===== config.mk =====
export PLATFORM = sky130hd
export DESIGN_NAME = midi_custom_rx
export DESIGN_NICKNAME = d
export VERILOG_FILES = /design/src/rtl/midi_custom_rx.sv
export SDC_FILE = /design/constraint.sdc
export NUM_CORES = 1
export LEC_CHECK = 0
export CORE_UTILIZATION = 50
export DETAILED_ROUTE_END_ITERATION = 8
export PLACE_DENSITY = 0.76
export SLEW_MARGIN = 5
export SYNTH_ARGS = -nofsm -noshare
export SYNTH_HDL_FRONTEND = slang
export SYNTH_SLANG_ARGS = --single-unit

===== constraint.sdc =====
create_clock -name clk -period 1.65 [get_ports clk]
set_input_delay 0.165 -clock clk [delete_from_list [all_inputs] [get_ports clk]]
set_output_delay 0.165 -clock clk [all_outputs]
set_load 0.02 [all_outputs]

===== src/rtl/midi_custom_rx.sv =====
// MIDI 8-N-1 serial receiver plus channel-voice message assembler.
// Define MIDI_RUNNING_STATUS_EN to enable running-status reception.
module midi_custom_rx #(
  parameter int CLK_HZ = 50_000_000,
  parameter int BAUD   = 31_250
) (
  input  logic        clk,
  input  logic        rst_n,      // active-high synchronous reset despite the name
  input  logic        serial,
  output logic [23:0] out_bytes,
  output logic        out_valid,
  output logic [3:0]  state
);

  localparam int CLKS_PER_BIT = CLK_HZ / BAUD;
  localparam int HALF_BIT     = CLKS_PER_BIT / 2;
  localparam int CW           = $clog2(CLKS_PER_BIT + 1);

  typedef enum logic [1:0] {IDLE = 2'd0, START = 2'd1, DATA = 2'd2, STOP = 2'd3} rx_state_t;

  rx_state_t      rx_state, rx_next;
  logic [1:0]     sync_q;
  logic           s;
  logic [CW-1:0]  cnt;
  logic [2:0]     bit_cnt;
  logic [7:0]     rx_byte;
  logic           byte_ok;
  logic           half_done, bit_done;
  logic [7:0]     status;
  logic [7:0]     data1;
  logic [1:0]     byte_idx;
  logic           two_byte;

  assign s         = sync_q[1];
  assign half_done = (cnt == CW'(HALF_BIT - 1));
  assign bit_done  = (cnt == CW'(CLKS_PER_BIT - 1));
  assign two_byte  = (status[7:5] == 3'b110);  // 0xC_ program change, 0xD_ channel pressure
  assign state     = {byte_idx, rx_state};

  // NOTE: sequential state uses non-blocking assignments so every flop samples pre-edge values.
  always_ff @(posedge clk) begin
    if (rst_n) begin
      sync_q   <= 2'b11;
      rx_state <= IDLE;
    end else begin
      sync_q   <= {sync_q[0], serial};
      rx_state <= rx_next;
    end
  end

  // NOTE: next-state is defaulted first so no path through the case leaves it unassigned (no latch).
  always_comb begin
    rx_next = rx_state;
    unique case (rx_state)
      IDLE:  if (!s) rx_next = START;
      START: if (half_done) rx_next = s ? IDLE : DATA;
      DATA:  if (bit_done && bit_cnt == 3'd7) rx_next = STOP;
      STOP:  if (bit_done) rx_next = IDLE;
    endcase
  end

  always_ff @(posedge clk) begin
    if (rst_n) begin
      cnt     <= '0;
      bit_cnt <= '0;
      rx_byte <= '0;
      byte_ok <= 1'b0;
    end else begin
      byte_ok <= 1'b0;
      unique case (rx_state)
        IDLE: begin
          cnt     <= '0;
          bit_cnt <= '0;
        end
        START: cnt <= half_done ? '0 : cnt + 1'b1;
        DATA: begin
          if (bit_done) begin
            cnt     <= '0;
            rx_byte <= {s, rx_byte[7:1]};
            bit_cnt <= bit_cnt + 1'b1;
          end else begin
            cnt <= cnt + 1'b1;
          end
        end
        STOP: begin
          cnt     <= bit_done ? '0 : cnt + 1'b1;
          byte_ok <= bit_done && s;  // low stop bit is a framing error: byte dropped
        end
      endcase
    end
  end

  always_ff @(posedge clk) begin
    if (rst_n) begin
      status    <= '0;
      data1     <= '0;
      byte_idx  <= '0;
      out_bytes <= '0;
      out_valid <= 1'b0;
    end else begin
      out_valid <= 1'b0;
      if (byte_ok) begin
        if (rx_byte[7:4] == 4'hF) begin
          // 0xF8-0xFF real-time bytes pass through without touching anything
          if (!rx_byte[3]) begin
            status   <= '0;
            byte_idx <= '0;
          end
        end else if (rx_byte[7]) begin
          status   <= rx_byte;
          data1    <= '0;
          byte_idx <= 2'd1;
        end else begin
          unique case (byte_idx)
            2'd1: begin
              data1 <= rx_byte;
              if (two_byte) begin
                out_bytes <= {status, rx_byte, 8'h00};
                out_valid <= 1'b1;
                byte_idx  <= 2'd0;
              end else begin
                byte_idx <= 2'd2;
              end
            end
            2'd2: begin
              out_bytes <= {status, data1, rx_byte};
              out_valid <= 1'b1;
              byte_idx  <= 2'd0;
            end
            default: begin
`ifdef MIDI_RUNNING_STATUS_EN
              if (status[7]) begin
                data1 <= rx_byte;
                if (two_byte) begin
                  out_bytes <= {status, rx_byte, 8'h00};
                  out_valid <= 1'b1;
                end else begin
                  byte_idx <= 2'd2;
                end
              end
`endif
            end
          endcase
        end
      end
    end
  end

endmodule


==> impl_metrics.toml, run 1 <==
[worst_setup_path]
crit_chain = "inv_2, ha_4, nand4b_1, a21oi_4, nor2_1, a22o_1"
cp_num_buf_inv = 1
cpPeakStageDelay_ns = 0.34
worst_setup_path_end_kind = "register"
required_ns = 1.88
cp_max_fo = 7
path_delay_family = "compound AO/OA/AOI/OAI gates"
reg2reg_to = "out_bytes[5]$_SDFFE_PP0P_"
cpMaxStageDelayCell = "dfxtp_2"
cp.arrival_ns = 1.82
r2r_cells = 6
r2r-start = "byte_idx[1]$_SDFFE_PP0P_"
crit_type = "reg -> reg"
r2r_setup_slack_ns = 0.06
startpoint_type = "register"

[logic_synthesis]
netlist_top_cells_count = "dfxtp_1, nor2_1, mux2i_1, a211oi_1, clkbuf_1"
avgSynthCellArea_um2 = 9.74
ys_async_sr_fraction_pct = 0
yosysSeqAreaShare_pct = 48.7
yosys_warnings = 0
synth_top_area_cell = "dfxtp_1"
ys.flop_type = "dfxtp_1"
synthCells = 283
synth_edf_count = 0
synth_area_mm2 = 0.00276
synth.most_common_cell = "dfxtp_1"
netlist.area_leader.share_pct = 48.7
synth_cell_types = 47
synth_seq_cells = 67
yosys-top-cells-area = "dfxtp_1, mux2i_1, nor2_1, ha_1, a22o_1"

[worst_hold_path]
min_to = "sync_q[0]$_SDFF_PP1_"
hp-start = "serial"
hold_path_depth = 2
min_path_type = "in -> reg"

[finish]
fin_cells = 400
antenna_cells = 0
fin_util_pct = 66.6
nNetsFinal = 333
area_delta_synth_final_pct = 25.7
drive_gt1_share_pct = 17.9

[timing]
tns_ns = 0
final_max_slew_viol_count = 0
post-route-min-period_ns = 1.59
fin_ws_ns = 0.0614
rsz0062_at_grt = "yes"
relSlewSlack_pct = 66.1
hold_viol = 0
skew_ns = 0.0112
worstMarginPinSlew_ns = 0.507
setup_violations = 0
clock.fmax_ghz = 0.630
fin_crit_sh_pct = 96.3

[clock_tree]
cts_tree = "yes"
cts_buffers = 9
root_buffer = "clkbuf_8"
cts.clk_slew.worst_paths_ns = 0.07
postCtsHoldBufs = 0
h-tree-depth = 3
clock_sinks = 67
cts_buffer_depth = 2
clock_latency_ns = 0.35

[status]
status = "finished, final reports clean"

[job]
drv_cap = 0

[grt]
grt_usage_pct = 19.2
grt_pass1_wl_um = 8730
antenna_found_initial = 0
grt_pass1_vias = 1908
overflow = 0
grt_max_degree = 39

[power_and_ir_drop]
p_leak_nw = 1.26
power.density_mw_per_mm2 = 854
peakVddDrop_mv = 0.573

[die]
ios = 32
die_h_um = 76.3
start_util_pct = 53.0
die-area_mm2 = 0.00581
row_count = 26
die-width_um = 76.3
core_area_mm2 = 0.00520

[placed_design]
dp_hpwl_um = 3450
place_inst = 379
post-place-ws_ns = -0.0180
place.gp.congestion = 0.752
portBuffers = 29

[routing]
via_count = 2084
viasPerCell = 5.21
first_pass_iters = 4
wire_per_inst_um = 13.4
antenna_left = 0
totalWireLength_um = 5370
drt_iter0_drc = 78
drc = 0
[cells by family (layout without fill, tap and decap cells)]
| logic type | Yosys count | in the layout | synth area share [%] |
|---|---|---|---|
| buffers and inverters | 26 | 72 | 4.58 |
| other | 1 | 2 | 0.136 |
| DFF | 67 | 67 | 48.7 |
| adders and majority gates | 5 | 5 | 2.27 |
| xor gates and xnor gates | 9 | 9 | 2.86 |
| muxes | 32 | 32 | 11.7 |
| and+or+nand+nor | 103 | 103 | 18.7 |
| AOI/OAI and AO/OA | 40 | 40 | 11.1 |
[timing repair]
item / in CTS / in global routing
pin swaps: 0 / 1
gates cloned: 0 / 2
setup endpoints to repair: 6 / 36
gates resized for setup: 1 / 13
setup buffers: 0 / 3
[layout make-up]
| type | instances | area [um2] |
|---|---|---|
| clock buffer | 9 | 124 |
| sequential | 67 | 1340 |
| clock inverter | 7 | 52.6 |
| multi-input combinational | 191 | 1350 |
| inverter | 7 | 26.3 |
| tap | 70 | 87.6 |
| timing repair buffer | 49 | 485 |
| fill | 418 | 1740 |
[metal layers]
| metal | track usage, % | routed length [um] | vias to the layer above |
|---|---|---|---|
| met5 | 0 | 0 | - |
| met4 | 11.0 | 85 | 0 |
| met3 | 4.43 | 185 | 9 |
| met2 | 29.4 | 2350 | 41 |
| met1 | 24.8 | 2750 | 967 |
| li1 | - | - | 1067 |
[worst max path at each step]
stage | start | slack [ns] | endpoint | depth (start not counted)
6_report | byte_idx[1]$_SDFFE_PP0P_ | 0.06 | out_bytes[5]$_SDFFE_PP0P_ | 6
5_1_grt | byte_idx[1]$_SDFFE_PP0P_ | -0.04 | out_bytes[5]$_SDFFE_PP0P_ | 6
4_1_cts | cnt[0]$_SDFF_PP0_ | -0.03 | rx_byte[2]$_SDFFE_PP0P_ | 5
3_5_place_dp | cnt[0]$_SDFF_PP0_ | -0.02 | rx_byte[6]$_SDFFE_PP0P_ | 5
3_3_place_gp | rst_n | 0.08 | out_bytes[0]$_SDFFE_PP0P_ | 4
2_1_floorplan | byte_idx[0]$_SDFFE_PP0P_ | 0.02 | out_bytes[18]$_SDFFE_PP0P_ | 6
[through the flow]
step                      hold slack (ns)  total power [W]  cell area (um2)
after global placement              0.392          0.00178             3180
final                               0.384          0.00296             3470
after floorplan                     0.269          0.00175             2760
after CTS                           0.374          0.00298             3350
after global routing                0.381          0.00307             3470
after detailed placement            0.394          0.00178             3180
[flip-flops by register name, summed over array words and instances, names as in the netlist, named ones only]
name,count
byte_ok,1
status,8
byte_idx,2
out_bytes,22
rx_byte,8
cnt,11
rx_state,1
bit_cnt,3
data1,7
out_valid,1
sync_q,2
[layout by cell type (no fill, tap or decap), types with 5 or more instances in the layout]
cell	Yosys	layout
inv_1	7	6
nand2b_1	5	5
mux2i_1	31	30
nor3_1	5	5
nand3_1	7	6
a211oi_1	8	6
nand4_1	5	5
clkdlybuf4s50_1	0	28
clkbuf_8	0	9
nand2_1	7	7
a22oi_1	6	6
xnor2_1	5	5
buf_4	4	16
dfxtp_1	67	65
nor2_1	55	55
a22o_1	7	7
[report_power, final]
part | leakage [nW] | switching (W) | internal (W)
clock network | 0.0779 | 0.000665 | 0.000548
logic | 0.637 | 0.0000646 | 0.0000355
registers | 0.541 | 0.0000182 | 0.00163
total | 1.26 | 0.000748 | 0.00221
Note: power is estimated with default switching activity, not from simulation.
==> run 2: changes to the inputs <==
CELL_PAD_IN_SITES_DETAIL_PLACEMENT = 1   (was not set)
CELL_PAD_IN_SITES_GLOBAL_PLACEMENT = 2   (was not set)
CORE_UTILIZATION = 31   (was 50)
GPL_ROUTABILITY_DRIVEN = 0   (was not set)
PLACE_DENSITY = 0.75   (was 0.76)
==> run 2 against run 1 <==
Compared with the run above:
- worst setup slack gained 0.035 ns
- via count grew 1.4%
- register-to-register slack gained 0.04 ns
- count of clock-buffer cells in the layout grew 4
- sequential share of layout area shrank 0.75 points
- final cell count grew 11%
- sequential power is essentially flat
- non-clock buffer count grew 7
- global-route usage shrank 4.0 points
- cell area grew 2.0%
- critical endpoint is now cnt[7]$_SDFF_PP0_
- largest cell class is now registers
==> impl_metrics.toml, run 2 (synthesized netlist as in run 1, its figures left out) <==
[die]
core_area_mm2 = 0.00868
die-width_um = 96.3
row_count = 34
ios = 32
start_util_pct = 31.8
die-area_mm2 = 0.00927
die_h_um = 96.3

[timing]
fin_crit_sh_pct = 94.1
hold_viol = 0
post-route-min-period_ns = 1.55
whs_ns = 0.240
rsz0062_at_grt = "yes"
setup_violations = 0
clock.fmax_ghz = 0.644
final_max_slew_viol_count = 0
skew_ns = 0.0129

[power_and_ir_drop]
peakVddDrop_mv = 0.314
p_int_w = 0.00244
switchingPower_w = 0.000674
combPwrFrac_pct = 3.7
p_sw_share_pct = 21.6
clkPwrFrac_pct = 43.6
p_leak_nw = 1.32
power.density_mw_per_mm2 = 882
p_seq_share_pct = 52.8

[routing]
drc = 0
antenna_left = 0
viasPerCell = 4.76
via_count = 2113
wire_per_inst_um = 14.4
first_pass_iters = 4
drt_iter0_drc = 91
totalWireLength_um = 6370

[finish]
layout_common_cells = "dfxtp_1, nor2_1, mux2i_1, clkdlybuf4s50_1, buf_4"
final_common_cell = "dfxtp_1"
antenna_cells = 0
area_delta_synth_final_pct = 28.2
fillers = 1003
nNetsFinal = 340
drive_gt1_share_pct = 16.7
largest_reg_flops = 22
fin_util_pct = 40.7
top_register = "out_bytes"
reg_top3 = "out_bytes (22), cnt (11)"

[grt]
grt_pass1_wl_um = 10600
overflow = 0
grt_pass1_vias = 2139
antenna_found_initial = 0
grt_usage_pct = 15.2
grt_max_degree = 20

[worst_setup_path]
cp_max_fo = 10
startpoint_type = "register"
cpMaxStageDelayCell = "a311o_1"
r2r-start = "cnt[8]$_SDFF_PP0_"
required_ns = 1.93
crit_chain = "and3b_4, mux2_2, a311o_1, buf_12, nor2_1"
cp.arrival_ns = 1.83
worst_setup_path_end_kind = "register"
cpPeakStageDelay_ns = 0.39
r2r_cells = 5
reg2reg_to = "cnt[7]$_SDFF_PP0_"
crit_type = "reg -> reg"
r2r_setup_slack_ns = 0.1

[clock_tree]
cts_setup_buffers = 0
clock_sinks = 67
cts_buffers = 9
cts.clk_slew.worst_paths_ns = 0.08
postCtsHoldBufs = 0
cts_tree = "yes"
root_buffer = "clkbuf_8"
h-tree-depth = 3
cts_buffer_depth = 2
clock_latency_ns = 0.34

[worst_hold_path]
min_path_type = "in -> reg"
hp-start = "rst_n"
hold_path_depth = 2
min_to = "status[4]$_SDFFE_PP0P_"

[placed_design]
portBuffers = 29
dp_hpwl_um = 4530

[status]
status = "finished, final reports clean"

[job]
drv_cap = 0
==> run 2: worst max-delay path, delay by kind of cell (launching register included) <==
| family | cells | cell delay, ns |
|---|---|---|
| AOI/OAI and AO/OA | 1 | 0.39 |
| buffers and inverters | 1 | 0.15 |
| DFF | 1 | 0.35 |
| muxes | 1 | 0.27 |
| and+or+nand+nor | 2 | 0.32 |
==> run 2: power by group through the flow <==
stage / clock network [W] / logic [W] / registers (W)
CTS: 0.00141 / 0.000116 / 0.00164
global placement: 0 / 0.000117 / 0.00168
floorplan: 0 / 0.0000688 / 0.00168
finish: 0.00136 / 0.000114 / 0.00165
detailed placement: 0 / 0.000118 / 0.00168
global route: 0.00148 / 0.000128 / 0.00165
==> run 2: worst max path at each step <==
stage	to	slack, ns	start
2_1_floorplan	out_bytes[18]$_SDFFE_PP0P_	0.02	byte_idx[0]$_SDFFE_PP0P_
3_3_place_gp	out_bytes[0]$_SDFFE_PP0P_	0.13	byte_idx[1]$_SDFFE_PP0P_
3_5_place_dp	out_bytes[14]$_SDFFE_PP0P_	0.04	byte_idx[1]$_SDFFE_PP0P_
4_1_cts	state[1]	0.01	register
5_1_grt	out_bytes[19]$_SDFFE_PP0P_	-0.01	byte_idx[1]$_SDFFE_PP0P_
6_report	cnt[7]$_SDFF_PP0_	0.1	cnt[8]$_SDFF_PP0_
==> run 2: what timing repair did <==
item / 4_1_cts / 5_1_grt
hold endpoints to repair: 0 / 0
gates resized for setup: 1 / 5
setup endpoints to repair: 1 / 20
pin swaps: 0 / 1
==> run 2: stage by stage <==
step                setup slack [ns]  total power [W]  setup TNS, ns  std cells  area [um2]
floorplan                     0.0206          0.00175              0        284        2760
global placement               0.135          0.00180              0        429        3320
detailed placement            0.0430          0.00180              0        429        3320
CTS                           0.0125          0.00317              0        444        3510
global route                 -0.0118          0.00326        -0.0192        444        3530
finish                        0.0966          0.00312              0        444        3530
==> run 2: final cells by class <==
type / instances / area [um2] / area share [%]
flip-flops and latches: 67 / 1340 / 38.0
multi-input cells: 191 / 1310 / 36.9
clock inverters: 2 / 35.0 / 0.991
clock buffers: 13 / 159 / 4.50
well taps: 108 / 135 / 3.82
inverters: 7 / 26.3 / 0.743
repair buffers: 56 / 531 / 15.0
==> run 2: per-layer routing <==
layer	GRT usage [%]	vias up	wire [um]
li1	-	1080	-
met1	20.2	996	3200
met2	23.2	31	2830
met3	4.34	6	261
met4	5.88	0	78
met5	0	-	0
==> run 3: changes to the inputs <==
CORE_ASPECT_RATIO = 1.4   (was not set)
SKIP_CTS_REPAIR_TIMING = 1   (was not set)
==> run 3 against run 2 <==
Compared with the run above:
- fmax fell by 0.32%
- final cell count fell by 1.6%
- die area barely moved
- register-to-register slack barely moved
- sequential power barely moved
- wire length rose by 0.69%
- count of clock-buffer cells in the layout did not move
- via count rose by 0.85%
- sequential share of layout area fell by 1.1 points
- cell area rose by 3.1%
- clock power rose by 48%
- critical path type unchanged
- critical endpoint is now out_bytes[18]$_SDFFE_PP0P_
- largest power group is now clock
==> impl_metrics.toml, run 3 (synthesized netlist as in run 1, its figures left out) <==
[worst_setup_path]
cp_max_fo = 8
startpoint_type = "register"
cpMaxStageDelayCell = "dfxtp_4"
r2r-start = "byte_idx[1]$_SDFFE_PP0P_"
r2r_setup_slack_ns = 0.09
r2r_cells = 7
worstSetupStartpoint = "byte_idx[1]$_SDFFE_PP0P_"
worst_setup_path_end_kind = "register"
crit_chain = "inv_2, ha_4, nand4b_1, a21oi_4, buf_8, mux2i_1, nor2_1"
path_delay_family = "flip-flops"
required_ns = 1.86
reg2reg_to = "out_bytes[18]$_SDFFE_PP0P_"
crit_type = "reg -> reg"
cpPeakStageDelay_ns = 0.34
cp_num_buf_inv = 2
cp.arrival_ns = 1.77

[die]
ios = 32
die_h_um = 114
row_count = 40
start_util_pct = 32.0
core_area_mm2 = 0.00861
die-area_mm2 = 0.00928
die-width_um = 81.7

[routing]
drc = 0
via_count = 2131
wire_per_inst_um = 14.7
drt_iter0_drc = 47
viasPerCell = 4.88
first_pass_iters = 4
antenna_left = 0
totalWireLength_um = 6420

[grt]
grt_usage_pct = 15.6
overflow = 0
grt_max_degree = 29
grt_pass1_wl_um = 10400
antenna_found_initial = 0
grt_pass1_vias = 2093

[clock_tree]
cts.clk_slew.worst_paths_ns = 0.05
clock_sinks = 67
clock_latency_ns = 0.33
cts_tree = "yes"
cts_buffer_depth = 2
h-tree-depth = 3
root_buffer = "clkbuf_16"
cts_buffers = 9

[placed_design]
portBuffers = 29
dp_hpwl_um = 4550
post-place-ws_ns = 0.00824

[power_and_ir_drop]
peakVddDrop_mv = 0.661
p_leak_nw = 1.37
power.density_mw_per_mm2 = 1030

[finish]
reg_top3 = "out_bytes (22), cnt (11)"
multi_input_area_mm2 = 0.00134
top_register = "out_bytes"
nNetsFinal = 336
seqCellArea_mm2 = 0.00135
fillers = 950
largest_reg_flops = 22
antenna_cells = 0
drive_gt1_share_pct = 16.9
final_common_cell = "dfxtp_1"
layout_common_cells = "dfxtp_1, nor2_1, mux2i_1, clkdlybuf4s50_1, buf_4"
area_delta_synth_final_pct = 32.2

[worst_hold_path]
min_path_type = "in -> reg"
hold_path_depth = 2
min_to = "sync_q[0]$_SDFF_PP1_"
hp-start = "serial"

[timing]
fin_crit_sh_pct = 94.4
fin_ws_ns = 0.0917
clock.fmax_ghz = 0.642
final_max_slew_viol_count = 0
setup_violations = 0
skew_ns = 0.00770
hold_viol = 0
rsz0062_at_grt = "no"
tns_ns = 0
post-route-min-period_ns = 1.56

[status]
status = "finished, final reports clean"

[job]
drv_cap = 0
run 3: worst max-delay path by stage:
stage,endpoint,depth (start not counted)
final,out_bytes[18]$_SDFFE_PP0P_,7
after global routing,out_bytes[22]$_SDFFE_PP0P_,7
after CTS,out_bytes[18]$_SDFFE_PP0P_,7
after detailed placement,out_bytes[18]$_SDFFE_PP0P_,7
after global placement,out_bytes[23]$_SDFFE_PP0P_,7
after floorplan,out_bytes[18]$_SDFFE_PP0P_,6
run 3: per-layer routing:
layer  up-vias  GRT usage (%)  part of all wire, %
li1       1074              -                    -
met1      1012           17.1                   44
met2        33           26.3                   50
met3        12           3.20                  2.4
met4         0           10.5                  3.8
met5         -              0                    0
run 3: where the power goes:
part | internal, W | switching (W)
logic | 0.0000431 | 0.0000711
clock network | 0.00136 | 0.000653
registers | 0.00163 | 0.0000167
run 3: final cells by class:
| type | instances | share of cell area [%] |
|---|---|---|
| clock inverter | 2 | 1.65 |
| clock buffer | 13 | 6.87 |
| sequential | 67 | 37.0 |
| timing repair buffer | 52 | 13.5 |
| tap | 105 | 3.61 |
| inverter | 7 | 0.721 |
| multi-input combinational | 191 | 36.7 |
run 3: metrics by stage:
stage / total power (W) / cells / instance area (um2) / util (%) / hold WS, ns
final: 0.00377 / 437 / 3640 / 42.3 / 0.400
after global routing: 0.00390 / 437 / 3640 / 42.3 / 0.406
after CTS: 0.00383 / 435 / 3560 / 41.4 / 0.390
after detailed placement: 0.00180 / 420 / 3250 / 37.8 / 0.398
after global placement: 0.00179 / 420 / 3250 / 37.8 / 0.392
after floorplan: 0.00175 / 284 / 2760 / - / 0.269
